$ cat config.mk
export PLATFORM = sky130hd
export DESIGN_NAME = wb_reg_subordinate
export DESIGN_NICKNAME = d
export VERILOG_FILES = /design/src/rtl/wb_reg_subordinate.sv
export SDC_FILE = /design/constraint.sdc
export NUM_CORES = 1
export LEC_CHECK = 0
export CORE_MARGIN = 1.5
export CORE_UTILIZATION = 54
export DETAILED_ROUTE_END_ITERATION = 12
export PLACE_DENSITY = 0.76
export REMOVE_ABC_BUFFERS = 1
export SYNTH_ARGS = -nofsm -noshare
export SYNTH_HDL_FRONTEND = slang
export SYNTH_SLANG_ARGS = --single-unit
$ cat constraint.sdc
create_clock -name clk -period 20.8 [get_ports clk]
set_input_delay 4.16 -clock clk [delete_from_list [all_inputs] [get_ports clk]]
set_output_delay 4.16 -clock clk [all_outputs]
set_load 0.02 [all_outputs]
$ cat src/rtl/wb_reg_subordinate.sv
// Wishbone classic register-bank responder: control word, read-only status word,
// scratch words, programmable wait states and byte-lane writes.
module wb_reg_subordinate #(
    parameter logic [31:0] BASE_ADDR   = 32'h3000_0000,
    parameter int          NUM_WORDS   = 16,
    parameter int          WAIT_STATES = 1,
    localparam int         IW          = $clog2(NUM_WORDS)
) (
    input  logic          clk,
    input  logic          rst,
    input  logic          CYC_I,
    input  logic          STB_I,
    input  logic          WE_I,
    input  logic [31:0]   ADR_I,
    input  logic [31:0]   DAT_I,
    input  logic [3:0]    SEL_I,
    output logic [31:0]   DAT_O,
    output logic          ACK_O,
    output logic [31:0]   ctrl_o,
    input  logic [31:0]   status_i,
    output logic          wr_strobe_o,
    output logic [IW-1:0] wr_idx_o
);

    localparam logic [29:0] BASE_W = BASE_ADDR[31:2];

    typedef enum logic [1:0] {S_IDLE, S_WAIT, S_ACK} state_t;

    typedef struct packed {
        logic        we;
        logic [29:0] word;
        logic [31:0] dat;
        logic [3:0]  sel;
    } wb_req_t;

    state_t                       state, nxt;
    logic   [3:0]                 cnt;
    wb_req_t                      req, live, cur;
    logic   [NUM_WORDS-1:0][31:0] bank;
    logic                         commit;
    logic   [29:0]                word_off;
    logic                         in_win;
    logic   [IW-1:0]              idx;
    logic                         unused_bits;

    assign unused_bits = ^ADR_I[1:0];
    assign live        = '{we: WE_I, word: ADR_I[31:2], dat: DAT_I, sel: SEL_I};
    // With zero wait states the commit happens on the capture edge itself.
    assign cur         = (state == S_IDLE) ? live : req;
    assign word_off    = cur.word - BASE_W;
    assign in_win      = (cur.word >= BASE_W) && (word_off < 30'(NUM_WORDS));
    assign idx         = word_off[IW-1:0];
    assign ctrl_o      = bank[0];

    always_comb begin
        nxt    = state;
        commit = 1'b0;
        case (state)
            S_IDLE: if (CYC_I && STB_I) begin
                if (WAIT_STATES > 0) nxt = S_WAIT;
                else begin
                    nxt    = S_ACK;
                    commit = 1'b1;
                end
            end
            S_WAIT: begin
                if (!CYC_I) nxt = S_IDLE;
                else if (cnt == 4'd0) begin
                    nxt    = S_ACK;
                    commit = 1'b1;
                end
            end
            S_ACK:   nxt = S_IDLE;
            default: nxt = S_IDLE;
        endcase
    end

    always_ff @(posedge clk or posedge rst) begin
        if (rst) begin
            state       <= S_IDLE;
            cnt         <= '0;
            req         <= '0;
            bank        <= '0;
            DAT_O       <= '0;
            ACK_O       <= 1'b0;
            wr_strobe_o <= 1'b0;
            wr_idx_o    <= '0;
        end else begin
            state       <= nxt;
            DAT_O       <= '0;
            ACK_O       <= 1'b0;
            wr_strobe_o <= 1'b0;
            wr_idx_o    <= '0;
            if (state == S_IDLE && CYC_I && STB_I) begin
                req <= live;
                if (WAIT_STATES > 0) cnt <= 4'(WAIT_STATES - 1);
            end else if (state == S_WAIT && cnt != 4'd0) begin
                cnt <= cnt - 4'd1;
            end
            if (commit) begin
                ACK_O <= 1'b1;
                if (cur.we) begin
                    // Status word is read-only; out-of-window writes are dropped silently.
                    if (in_win && idx != IW'(1)) begin
                        for (int b = 0; b < 4; b++)
                            if (cur.sel[b]) bank[idx][8*b +: 8] <= cur.dat[8*b +: 8];
                        wr_strobe_o <= 1'b1;
                        wr_idx_o    <= idx;
                    end
                end else if (in_win) begin
                    DAT_O <= (idx == IW'(1)) ? status_i : bank[idx];
                end
            end
        end
    end

endmodule

==> results of run 1 <==
## layout by cell type, fill, tap and decap left out, types with 3 or more instances in the layout
| cell | instances |
|---|---|
| nand4_1 | 4 |
| mux2i_1 | 287 |
| a32oi_1 | 63 |
| clkdlybuf4s50_1 | 171 |
| o31ai_1 | 32 |
| clkbuf_8 | 12 |
| nor4_1 | 5 |
| nor4b_1 | 7 |
| mux2_2 | 464 |
| clkinv_2 | 10 |
| inv_1 | 7 |
| inv_6 | 6 |
| buf_4 | 38 |
| nor3b_1 | 64 |
| nor2_2 | 3 |
| a31oi_4 | 4 |
| clkbuf_1 | 22 |
| o21ai_0 | 3 |
| a211oi_1 | 64 |
| dfrtp_1 | 621 |
| mux2_1 | 81 |
| o221ai_1 | 32 |
| nand3_1 | 11 |
| a221oi_1 | 32 |
| nand3_4 | 50 |
| nand2_1 | 185 |
| clkbuf_16 | 68 |
| nor2_4 | 4 |
| nor3_2 | 10 |
| nor2_1 | 40 |
## cells by family after synthesis
group | after synthesis | share of synthesized area [%]
adder cells (fa/ha/maj) | 1 | 0.04124
AO/OA/AOI/OAI | 239 | 6.463
AND/OR/NAND/NOR | 398 | 8.674
XOR/XNOR | 3 | 0.08664
multiplexers | 833 | 29.74
flip-flops | 622 | 51.31
buffers and inverters | 237 | 3.688
## worst max-delay path by stage
stage	startpoint	to	slack, ns	cells after the start
2_1_floorplan	rst	ACK_O$_DFF_PP0_	-0.78	1
3_3_place_gp	rst	DAT_O[19]$_DFF_PP0_	11.88	6
3_5_place_dp	rst	DAT_O[23]$_DFF_PP0_	11.67	6
4_1_cts	rst	bank[55]$_DFFE_PP0P_	12.33	6
5_1_grt	rst	bank[373]$_DFFE_PP0P_	11.88	6
6_report	ADR_I[5]	bank[333]$_DFFE_PP0P_	12.40	11
## per-layer routing
layer	global-route usage [%]	part of all wire [%]
met1	36.59	43
met2	43.30	47
met3	5.373	6.2
met4	9.891	3.2
met5	0	0.029
## sequential cells by signal, indices dropped and copies added, names as in the netlist
register,cells
ctrl_o,32
bank,479
wr_strobe_o,1
wr_idx_o,4
ACK_O,1
cnt,4
state,2
req,67
DAT_O,32
## layout make-up
cell class / instances / area (um2) / share of cell area, %
Clock inverter: 18 / 148.9 / 0.4329
Multi-Input combinational cell: 1474 / 13760 / 40.00
Sequential cell: 622 / 15570 / 45.27
Inverter: 8 / 37.54 / 0.1091
Tap cell: 748 / 935.9 / 2.721
Timing Repair Buffer: 209 / 1997 / 5.806
Clock buffer: 102 / 1949 / 5.668
## report_power, final
part	internal, mW	switching (mW)	total, mW
sequential	1.26	0.0455	1.31
clock	0.662	0.486	1.15
combinational	0.267	0.588	0.855
total	2.19	1.12	3.31
## per-stage QoR
step,setup WS [ns],setup TNS [ns],total power [mW]
5_1_grt,11.88,0,3.440
3_3_place_gp,11.88,0,2.155
6_report,12.40,0,3.313
2_1_floorplan,-0.7787,-484.33,1.911
3_5_place_dp,11.67,0,2.178
4_1_cts,12.33,0,3.328
==> flow_metrics.tcl, run 1 <==
set metrics [dict create \
    synth_cell_type_count 51 \
    final_util_pct 62.18 \
    cts-root-buf "clkbuf_16" \
    clockBufferDepth 3 \
    grt_pass1_vias 20610 \
    postPlaceCellArea_um2 32290 \
    num_antenna_cells 0 \
    crit_fanout 64 \
    synth_area_leaders "dfrtp_1 (51%), mux2_2 (17%), mux2i_1 (9.5%)" \
    io_pins 175 \
    routedWlPerCell_um 23.96 \
    grt_setup_unrepaired "false" \
    setup_viol 0 \
    start_util_pct 54.85 \
    grt_first_pass_wirelength_um 119300 \
    min-delay-start "bank[40]$_DFFE_PP0P_" \
    fin_crit_ns 8.405 \
    num_rows 86 \
    ys_seq_area_share_pct 51.31 \
    die_h_um 240.0 \
    ff2ff_setup_slack_ns 15.56 \
    cap_violations 0 \
    ys_ff_latch 622 \
    hp-class "reg2reg" \
    hold_depth 0 \
    r2r-end "bank[333]$_DFFE_PP0P_" \
    drtIter0Drc 1525 \
    die-area_um2 57600 \
    slowest_stage "buf_4" \
    cts.sinks 622 \
    syn_area_per_cell_um2 13.00 \
    fp.dieW_um 240.0 \
    required_ns 21.29 \
    synthCells 2333 \
    rr_worst_depth 10 \
    finalNonFillerCells 3181 \
    finClkSkew_ns 0.02971 \
    drt_pass1_iterations 5 \
    p_leak_nw 16.05 \
    ctsHoldBuffers 0 \
    drc 0 \
    cts_buffers 67 \
    synth_top_area_share_pct 51.31 \
    yosys-top-cells-count "dfrtp_1 (622), mux2_2 (464), mux2i_1 (288)" \
    syn_area_um2 30330 \
    run_status "completed" \
    routed_wl_um 76230 \
    fmax_ghz 0.1190 \
    timing.rr.start "state[1]$_DFFE_PP0P_" \
    holdPathEnd "bank[40]$_DFFE_PP0P_" \
    relSlewSlack_pct 24.28 \
    powerDensity_nw_per_um2 96.34 \
    clk_latency_ns 0.63 \
    tritoncts "done" \
    place.gp.congestion 0.7948 \
    cp_common_cell "buf_4" \
    yosys_warnings 0 \
    ys_async_sr_fraction_pct 100.0 \
    ant_nets 0 \
    antenna_found_initial 2 \
    worstPathCellList "clkdlybuf4s50_1, nor4_1, a31oi_4, buf_4, nor2_4, buf_4, nor3b_4, buf_4, buf_4, nand3_1, mux2_2" \
    crit_path_end_kind "flop" \
    postCtsResizedCells 0 \
    core_um2 55310 \
    crit_buf_inv 5 \
    nets 2488 \
    syn2layout_area_growth_pct 13.38 \
    whs_ns 0.3740 \
    synth_ff_type "dfrtp_1" \
    dp.cells 3061 \
    overflow 0 \
    worst_pin_slew_ns 1.133 \
    path_class "in2reg" \
    place_hpwl_um 46690 \
    min_period_over_period_pct 40.41 \
    cp.arrival_ns 8.90 \
    grtUsageTotal_pct 27.05 \
    grt_max_degree 128 \
    vias 19730 \
    path_clk_slew_ns 0.06 \
    ir_worst_vdd_mv 0.07238 \
    slowest_delay_ns 0.77 \
    fin_area_um2 34390 \
    synth_edf_count 0 \
    yosys.cell_count.top_type "dfrtp_1" \
    final_hold_viol_count 0 \
    crit_family "buffers and inverters" \
    htree_levels 3 \
    nFillCells 4212 \
    cts_setup_buffers 0 \
    yosysTopAreaCell "dfrtp_1" \
    drv_slew 0 \
    worstSetupStartpointType "input port" \
    io_buffers 172 \
    final_layout_size_suffix_gt1_share_pct 28.07 \
    viasPerCell 6.203 \
]
Power figures use the tool's default switching activity.
==> inputs of run 2 (changes only) <==
clock period = 7 ns   (was 20.8 ns; I/O delays follow)
==> flow_metrics.tcl, run 2 (synthesis gave the netlist of run 1 again) <==
set metrics [dict create \
    run_status "completed" \
    hp-class "reg2reg" \
    drv_slew 0 \
    setup_viol 0 \
    drt_pass1_iterations 5 \
    fp.dieW_um 240.0 \
    die_h_um 240.0 \
    grt_pass1_vias 20590 \
    clockBufferDepth 3 \
    finalNonFillerCells 3178 \
    start_util_pct 54.85 \
    final_hold_viol_count 0 \
    cap_violations 0 \
    layout_common_cells "dfrtp_1 (621), mux2_2 (464), mux2i_1 (287), nand2_1 (185), clkdlybuf4s50_1 (171)" \
    path_clk_slew_ns 0.06 \
    worst_pin_slew_ns 1.222 \
    p_leak_nw 16.11 \
    htree_levels 3 \
    routed_wl_um 75470 \
    fin_crit_ns 4.436 \
    crit_family "simple AND/OR/NAND/NOR gates" \
    fmax_ghz 0.2254 \
    vias 19700 \
    largestRegisters "bank x479, req x67" \
    nets 2489 \
    die-area_um2 57600 \
    total_power_mw 9.943 \
    drtIter0Drc 1488 \
    cts_buffers 66 \
    syn2layout_area_growth_pct 13.81 \
    final_layout_size_suffix_gt1_share_pct 28.19 \
    drc 0 \
    largest_reg_flops 479 \
    cts_setup_buffers 0 \
    slowest_delay_ns 0.81 \
    overflow 0 \
    grt_max_degree 168 \
    finClkSkew_ns 0.02594 \
    relSlewSlack_pct 18.54 \
    grt_first_pass_wirelength_um 118000 \
    num_rows 86 \
    crit_buf_inv 2 \
    worstPathCellList "clkdlybuf4s50_1, nor4b_1, nand4_1, a221oi_1, nor3b_4, buf_12, nand3_1, mux2_2" \
    path_class "in2reg" \
    antenna_found_initial 0 \
    crit_fanout 21 \
    ctsHoldBuffers 0 \
    postCtsResizedCells 0 \
    tritoncts "done" \
    routedWlPerCell_um 23.75 \
    grtUsageTotal_pct 26.57 \
    io_pins 175 \
    top_register "bank" \
    clk_latency_ns 0.62 \
    place_hpwl_um 46500 \
    core_um2 55310 \
    slowest_stage "nor3b_4" \
    required_ns 7.49 \
    final_util_pct 62.42 \
    whs_ns 0.3740 \
    cp.arrival_ns 4.93 \
    dp.cells 3063 \
    ant_nets 0 \
    crit_path_end_kind "flop" \
    final.setup.tns_ns 0 \
    cts-root-buf "clkbuf_16" \
    cts.sinks 622 \
    ir_worst_vdd_mv 0.2416 \
    layout_commonest_cell "dfrtp_1" \
    io_buffers 172 \
    grt_setup_unrepaired "false" \
    min_period_over_period_pct 63.37 \
    powerDensity_nw_per_um2 288.0 \
    viasPerCell 6.199 \
    num_antenna_cells 0 \
    worstSetupStartpointType "input port" \
    place.gp.congestion 0.8024 \
]
==> run 2: changes by cell type in the layout (fill, tap and decap cells not counted), moves of 2 or more <==
cell | previous run | this run
clkbuf_8 | 12 | 19
clkbuf_1 | 22 | 17
clkinv_2 | 10 | 5
buf_12 | 0 | 4
inv_6 | 6 | 3
buf_4 | 38 | 36
==> run 2: final cells by class <==
cell class	instances	area [um2]
fillers	4210	20780
flip-flops and latches	622	15570
multi-input cells	1474	13760
repair buffers	211	2062
clock buffers	105	2052
well taps	748	935.9
clock inverters	10	111.4
inverters	8	37.54
==> run 2: worst paths after layout <==
kind,from,to,slack [ns],cells after the start
min,bank[38]$_DFFE_PP0P_,bank[38]$_DFFE_PP0P_,0.37,0
max,ADR_I[28],bank[348]$_DFFE_PP0P_,2.56,8
min in group asynchronous,rst,DAT_O[5]$_DFF_PP0_,1.24,2
max in group asynchronous,rst,bank[62]$_DFFE_PP0P_,4.34,3
max reg2reg,state[1]$_DFFE_PP0P_,bank[348]$_DFFE_PP0P_,2.81,8
min reg2reg,bank[38]$_DFFE_PP0P_,bank[38]$_DFFE_PP0P_,0.37,0
==> run 2: through the flow <==
step	cell area, um2	worst slack (ns)
floorplan	29250	-11.82
global placement	32360	2.106
detailed placement	32360	2.010
CTS	34520	2.629
global route	34520	2.380
finish	34520	2.564
==> run 2: power by group <==
part           leakage [nW]  switching (mW)  internal [mW]
registers              8.54           0.133           3.76
logic                  6.50            1.75          0.798
clock network          1.07            1.43           2.08
==> run 2: worst register-to-register path: cells and delay by family, from the launching register on <==
kind	cells	cell delay [ns]
simple gates	4	1.72
buf+inv	2	0.87
flops	1	0.54
mux	1	0.49
compound gates	1	0.47
==> run 2: layer usage <==
| layer | wire [um] | track usage [%] | vias up |
|---|---|---|---|
| met1 | 32800 | 35.60 | 10320 |
| met5 | 0 | 0 | - |
| met2 | 35910 | 42.53 | 547 |
| met3 | 4292 | 5.603 | 162 |
| met4 | 2470 | 10.04 | 0 |
| li1 | - | - | 8674 |
